**src/rtl/seg7_decimals_decoder_if.sv**
```systemverilog
// rtl/seg7_decimals_decoder_if.sv - segment input and decoded-word handshake bundle (err_cnt present with SEG7_DEC_ERRCNT_EN)
interface seg7_decimals_decoder_if;
    logic [6:0] seg_in;
    logic [2:0] out_decimals;
    logic       out_err;
    logic       out_bad;
    logic       out_valid;
    logic       out_ready;
`ifdef SEG7_DEC_ERRCNT_EN
    logic [7:0] err_cnt;
`endif

    modport master (
        input  seg_in,
        input  out_ready,
        output out_decimals,
        output out_err,
        output out_bad,
`ifdef SEG7_DEC_ERRCNT_EN
        output err_cnt,
`endif
        output out_valid
    );

    modport slave (
        output seg_in,
        output out_ready,
        input  out_decimals,
        input  out_err,
        input  out_bad,
`ifdef SEG7_DEC_ERRCNT_EN
        input  err_cnt,
`endif
        input  out_valid
    );
endinterface

```
**src/rtl/seg7_decimals_decoder.sv**
```systemverilog
// rtl/seg7_decimals_decoder.sv - debounced 7-segment to decimals-count decoder; SEG7_DEC_ERRCNT_EN adds err_cnt
module seg7_decimals_decoder #(
    parameter int STABLE_CYCLES = 4
) (
    input  logic                         clk,
    input  logic                         rst,
    seg7_decimals_decoder_if.master      io
);
    typedef enum logic [1:0] {SETTLE, STABLE, HOLD} state_t;

    localparam logic [6:0] BLANK    = 7'b1111111;
    localparam logic [7:0] STABLE_V = 8'(STABLE_CYCLES);

    state_t     state, state_nx;
    logic [6:0] seg_q;
    logic [6:0] last_pat, last_pat_nx;
    logic [7:0] cnt, cnt_nx;
    logic [2:0] dec_q, dec_nx;
    logic       err_q, err_nx;
    logic       bad_q, bad_nx;
    logic       stable_nx;
    logic       slot_free;

    // Result packed as {err, bad, value}
    function automatic logic [4:0] decode(input logic [6:0] p);
        case (p)
            7'b1000000: decode = {2'b00, 3'd0};
            7'b1111001: decode = {2'b00, 3'd1};
            7'b0100100: decode = {2'b00, 3'd2};
            7'b0110000: decode = {2'b00, 3'd3};
            7'b0011001: decode = {2'b00, 3'd4};
            7'b0010010: decode = {2'b00, 3'd5};
            7'b0000110: decode = {2'b10, 3'd6};
            default:    decode = {2'b01, 3'd7};
        endcase
    endfunction

    // Decisions use the post-edge view of the window so that the word appears
    // on the same edge the counter reaches STABLE_CYCLES.
    always_comb begin
        cnt_nx      = cnt;
        last_pat_nx = last_pat;
        dec_nx      = dec_q;
        err_nx      = err_q;
        bad_nx      = bad_q;
        state_nx    = SETTLE;

        if (io.seg_in != seg_q)
            cnt_nx = 8'd1;
        else if (cnt >= STABLE_V)
            cnt_nx = STABLE_V;
        else
            cnt_nx = cnt + 8'd1;

        stable_nx = (cnt_nx == STABLE_V);
        slot_free = (state != HOLD) || io.out_ready;

        if (stable_nx && io.seg_in != last_pat) begin
            if (io.seg_in == BLANK) begin
                last_pat_nx = BLANK;
            end else if (slot_free) begin
                last_pat_nx              = io.seg_in;
                {err_nx, bad_nx, dec_nx} = decode(io.seg_in);
                state_nx                 = HOLD;
            end
        end

        if (state_nx != HOLD) begin
            if (state == HOLD && !io.out_ready)
                state_nx = HOLD;
            else if (stable_nx)
                state_nx = STABLE;
            else
                state_nx = SETTLE;
        end
    end

    always_ff @(posedge clk or posedge rst) begin
        if (rst) begin
            state    <= SETTLE;
            seg_q    <= BLANK;
            last_pat <= BLANK;
            cnt      <= 8'd1;
            dec_q    <= 3'd0;
            err_q    <= 1'b0;
            bad_q    <= 1'b0;
        end else begin
            state    <= state_nx;
            seg_q    <= io.seg_in;
            last_pat <= last_pat_nx;
            cnt      <= cnt_nx;
            dec_q    <= dec_nx;
            err_q    <= err_nx;
            bad_q    <= bad_nx;
        end
    end

    assign io.out_valid    = (state == HOLD);
    assign io.out_decimals = dec_q;
    assign io.out_err      = err_q;
    assign io.out_bad      = bad_q;

`ifdef SEG7_DEC_ERRCNT_EN
    logic [7:0] err_cnt_q;

    always_ff @(posedge clk or posedge rst) begin
        if (rst)
            err_cnt_q <= 8'd0;
        else if (io.out_valid && io.out_ready && (err_q || bad_q) && err_cnt_q != 8'hFF)
            err_cnt_q <= err_cnt_q + 8'd1;
    end

    assign io.err_cnt = err_cnt_q;
`endif
endmodule
```
**src/flat_wrapper.sv**
```systemverilog
// flat-port wrapper written by rule: the top's interface ports become plain ports
module seg7_decimals_decoder_flat 
#(
    parameter int STABLE_CYCLES = 4
)
  (clk, rst, io_seg_in, io_out_ready, io_out_decimals, io_out_err, io_out_bad, io_out_valid);
  seg7_decimals_decoder_if io_i ();
  input  logic clk;
  input  logic rst;
  input wire logic [$bits(io_i.seg_in)-1:0] io_seg_in;
  input wire logic [$bits(io_i.out_ready)-1:0] io_out_ready;
  output wire logic [$bits(io_i.out_decimals)-1:0] io_out_decimals;
  output wire logic [$bits(io_i.out_err)-1:0] io_out_err;
  output wire logic [$bits(io_i.out_bad)-1:0] io_out_bad;
  output wire logic [$bits(io_i.out_valid)-1:0] io_out_valid;
  assign io_i.seg_in = io_seg_in;
  assign io_i.out_ready = io_out_ready;
  assign io_out_decimals = io_i.out_decimals;
  assign io_out_err = io_i.out_err;
  assign io_out_bad = io_i.out_bad;
  assign io_out_valid = io_i.out_valid;
  seg7_decimals_decoder #(.STABLE_CYCLES(STABLE_CYCLES)) u_core (.clk(clk), .rst(rst), .io(io_i));
endmodule
```
**config.mk**
```make
export PLATFORM = sky130hd
export DESIGN_NAME = seg7_decimals_decoder_flat
export DESIGN_NICKNAME = d
export VERILOG_FILES = /design/src/rtl/seg7_decimals_decoder_if.sv /design/src/rtl/seg7_decimals_decoder.sv /design/src/flat_wrapper.sv
export SDC_FILE = /design/constraint.sdc
export NUM_CORES = 1
export LEC_CHECK = 0
export BUFFER_PORTS_ARGS = -buffer_cell sky130_fd_sc_hd__buf_2
export CAP_MARGIN = 20
export CORE_MARGIN = 8
export CORE_UTILIZATION = 60
export CTS_CLUSTER_DIAMETER = 150
export DETAILED_ROUTE_END_ITERATION = 8
export HOLD_SLACK_MARGIN = 0.15
export PLACE_DENSITY = 0.91
export RECOVER_POWER = 100
export SKIP_LAST_GASP = 1
export SYNTH_ARGS = -nofsm -noshare
export SYNTH_HDL_FRONTEND = slang
export SYNTH_SLANG_ARGS = --single-unit
```
**constraint.sdc**
```tcl
create_clock -name clk -period 4.78 [get_ports clk]
set_clock_uncertainty 0.15 [all_clocks]
set_input_delay 1.195 -clock clk [delete_from_list [all_inputs] [get_ports clk]]
set_output_delay 1.195 -clock clk [all_outputs]
set_load 0.05 [all_outputs]
```
==> results_dict.tcl <==
set metrics [dict create \
    outcome "complete, no violations" \
    crit_arrival_ns 3.04 \
    cts_buffers 5 \
    synth.top_cell.area_share_pct 27.37 \
    drv.max_cap_violation_count 0 \
    core-area_sq_mm 0.002233 \
    post_synth_instance_area_sq_mm 0.001440 \
    globalRoute.totalOverflow 0 \
    std_cell_rows 17 \
    diodes 0 \
    die_width_um 64.99 \
    route.vias.total 918 \
    fin_setup_tns_ns 0 \
    gate_power_share_pct 21.5 \
    power.density_cell_area_mw_per_mm2 399.4 \
    postSynthAreaPerCell_sq_um 12.20 \
    fp.dieArea_sq_mm 0.004224 \
    max-clock-path-buffers 2 \
    final.period_utilization_pct 61.46 \
    worstPathRequired_ns 4.88 \
    synth_warnings 0 \
    finalNetCount 149 \
    numPortBuffers 15 \
    seqPwrFrac_pct 51.1 \
    drt-wirelength-per-cell_um 16.72 \
    pwr-share-clk_pct 27.4 \
    maxClockFrequency_mhz 340.4 \
    endpoint_kind "register" \
    synth_enable_flop_cells 0 \
    drt-initial-drc-count 45 \
    finalWorstSetupSlack_ns 1.842 \
    postSynthCellCount 118 \
    place_ws_ns 1.697 \
    initial_utilization_pct 64.48 \
    critPathKind "in -> reg" \
    total_power_consumption_of_the_routed_design_mw 0.6087 \
    critPathMaxFanout 13 \
    clock_sink_count 29 \
    post_cts_hold_buffer_count 0 \
    timing_worst_slew_pin_value_ns 0.9341 \
    synthTopCellsByCount "dfstp_2 (15), dfrtp_1 (14), xor2_1 (12)" \
    synth_seq_cells 29 \
    cts_tree "yes" \
    grt_pass1_wl_um 4526 \
    placed_cells 157 \
    switch_pwr_mw 0.1935 \
    worst_setup_path_start_kind "input port" \
    average_via_count_per_standard_cell 5.530 \
    rsz0062_at_grt "false" \
    wl_um 2776 \
    top_count_cell_post_synth "dfstp_2" \
    timing_hold_violations_final 0 \
    cts_setup_buffers 0 \
    clock_tree_root_driver_cell "clkbuf_4" \
    route.met2.wl_um 1374 \
    ports_placed_on_the_boundary 16 \
    dr.pass1.iters 4 \
    detail_route.drc_violations 0 \
    async_flop_share_pct 100.0 \
    highest_layer "met4" \
    remaining_number_of_nets_flagged_by_the_antenna_check_after_routing 0 \
    timing.hold.worst.class "reg -> reg" \
    maximum_number_of_pins_on_one_net_before_global_route_repair 30 \
    grt_util_all_layers_pct 14.07 \
    clk-insertion-delay-late_ns 0.32 \
    netSwitchingFraction_pct 31.80 \
    met1_wirelength_um 1199 \
    multi_input_comb_area_sq_um 593.1 \
    static-leakage-power_nw 0.6807 \
    tightest_slew_margin_relative_to_the_limit_pct 37.73 \
    internal_power_mw 0.4151 \
    ys_dominant_reg_cell "dfstp_2" \
    gp_congestion 0.8988 \
    n_fill_cell 192 \
    yosys-top-cells-area "dfstp_2 (27%), dfrtp_1 (24%), mux2_4 (7.3%), xor2_1 (7.3%), buf_6 (3.1%)" \
    max_ir_drop_vdd_uv 252.2 \
    cts_clock_pin_slew_for_the_worst_setup_and_hold_paths_ns 0.09 \
    met3_wirelength_um 149 \
    cts-resized-gates 0 \
    die_height_um 64.99 \
    seq_area_frac_synth_pct 51.69 \
    ctsHtreeMaxLevel 2 \
    drive_gt1_share_pct 21.74 \
    setup-violations-final 0 \
    layout-area-overhead-vs-synth_pct 5.821 \
    min_period_ns 2.938 \
    yosysTopAreaCell "dfstp_2" \
    grt_antenna_before_repair 0 \
    number_of_global_route_vias_before_repair 965 \
    finish.cell_count_without_fillers 166 \
    area_used_by_sequential_logic_in_the_layout_sq_um 744.5 \
    yosys.cell_types.count 36 \
    drv_slew 0 \
    min_hold_slack_ns 0.3831 \
    hpwlAfterDp_um 1948 \
]
[metal layers]
layer	track usage, %	vias up
met5	0	-
met4	6.812	0
met3	6.186	6
met2	23.11	19
met1	15.22	455
li1	-	438
[sequential cells by signal, indices dropped and copies added, names as in the netlist]
| name | flops |
|---|---|
| u_core.io.out_decimals | 3 |
| u_core.cnt | 8 |
| u_core.io.out_bad | 1 |
| u_core.io.out_err | 1 |
| u_core.seg_q | 7 |
| u_core.last_pat | 7 |
| u_core.state | 2 |
[worst paths after layout]
path	startpoint	end	slack, ns	depth (start not counted)
worst min-delay path	u_core.io.out_decimals[0]$_DFFE_PP0P_	u_core.io.out_decimals[0]$_DFFE_PP0P_	0.38	1
min in group asynchronous	rst	u_core.cnt[2]$_DFF_PP0_	0.69	2
worst max register to register	u_core.cnt[0]$_DFF_PP1_	u_core.last_pat[4]$_DFFE_PP1P_	2.63	6
worst max-delay path	io_seg_in[1]	u_core.last_pat[4]$_DFFE_PP1P_	1.84	6
worst min register to register	u_core.io.out_decimals[0]$_DFFE_PP0P_	u_core.io.out_decimals[0]$_DFFE_PP0P_	0.38	1
max in group asynchronous	rst	u_core.io.out_decimals[0]$_DFFE_PP0P_	2.61	3
[worst max-delay path, stage by stage]
cell	delay [ns]
clkbuf_1	0.45
xor2_1	0.14
nor3_1	0.30
o211a_1	0.24
o211a_1	0.35
mux2_1	0.37
[cell usage in the layout (no fill, tap or decap), drive strengths merged, types with 3 or more instances in the layout]
cell type,netlist,final
dfstp,15,15
nor2,6,6
conb,1,5
nand2,3,3
clkbuf,0,21
mux2,10,10
nor2b,3,3
a21oi,3,3
xor2,12,12
inv,5,5
nor4,4,4
nand4,3,3
dfrtp,14,14
xnor2,3,3
nand3,4,4
nand2b,3,3
[logic make-up after synthesis]
kind of cell               Yosys count  synth area share [%]
and+or+nand+nor                     33                 13.64
other                                1                0.2604
AOI/OAI and AO/OA                   13                 6.515
adders and majority gates            2                 1.737
xor gates and xnor gates            15                 9.123
DFF                                 29                 51.69
buffers and inverters               13                 5.995
muxes                               12                 11.03
[power by group through the flow]
stage | clock [mW] | sequential [mW] | combinational (mW)
2_1_floorplan | 0 | 0.356 | 0.0730
3_3_place_gp | 0 | 0.313 | 0.141
3_5_place_dp | 0 | 0.314 | 0.146
4_1_cts | 0.173 | 0.312 | 0.148
5_1_grt | 0.182 | 0.315 | 0.141
6_report | 0.167 | 0.311 | 0.131
[per-stage QoR]
| step | util, % | instance area, sq um |
|---|---|---|
| final | 68.24 | 1524 |
| after global routing | 68.24 | 1524 |
| after detailed placement | 67.06 | 1498 |
| after global placement | 67.06 | 1498 |
| after floorplan | - | 1455 |
| after CTS | 70.20 | 1568 |
[final cells by class]
| type | count | share of cell area [%] |
|---|---|---|
| flip-flops and latches | 29 | 48.85 |
| multi-input cells | 80 | 38.92 |
| clock buffers | 7 | 4.269 |
| repair buffers | 16 | 4.105 |
| well taps | 28 | 2.299 |
| inverters | 5 | 1.232 |
| clock inverters | 1 | 0.3284 |
(Power assumes the default switching activity.)
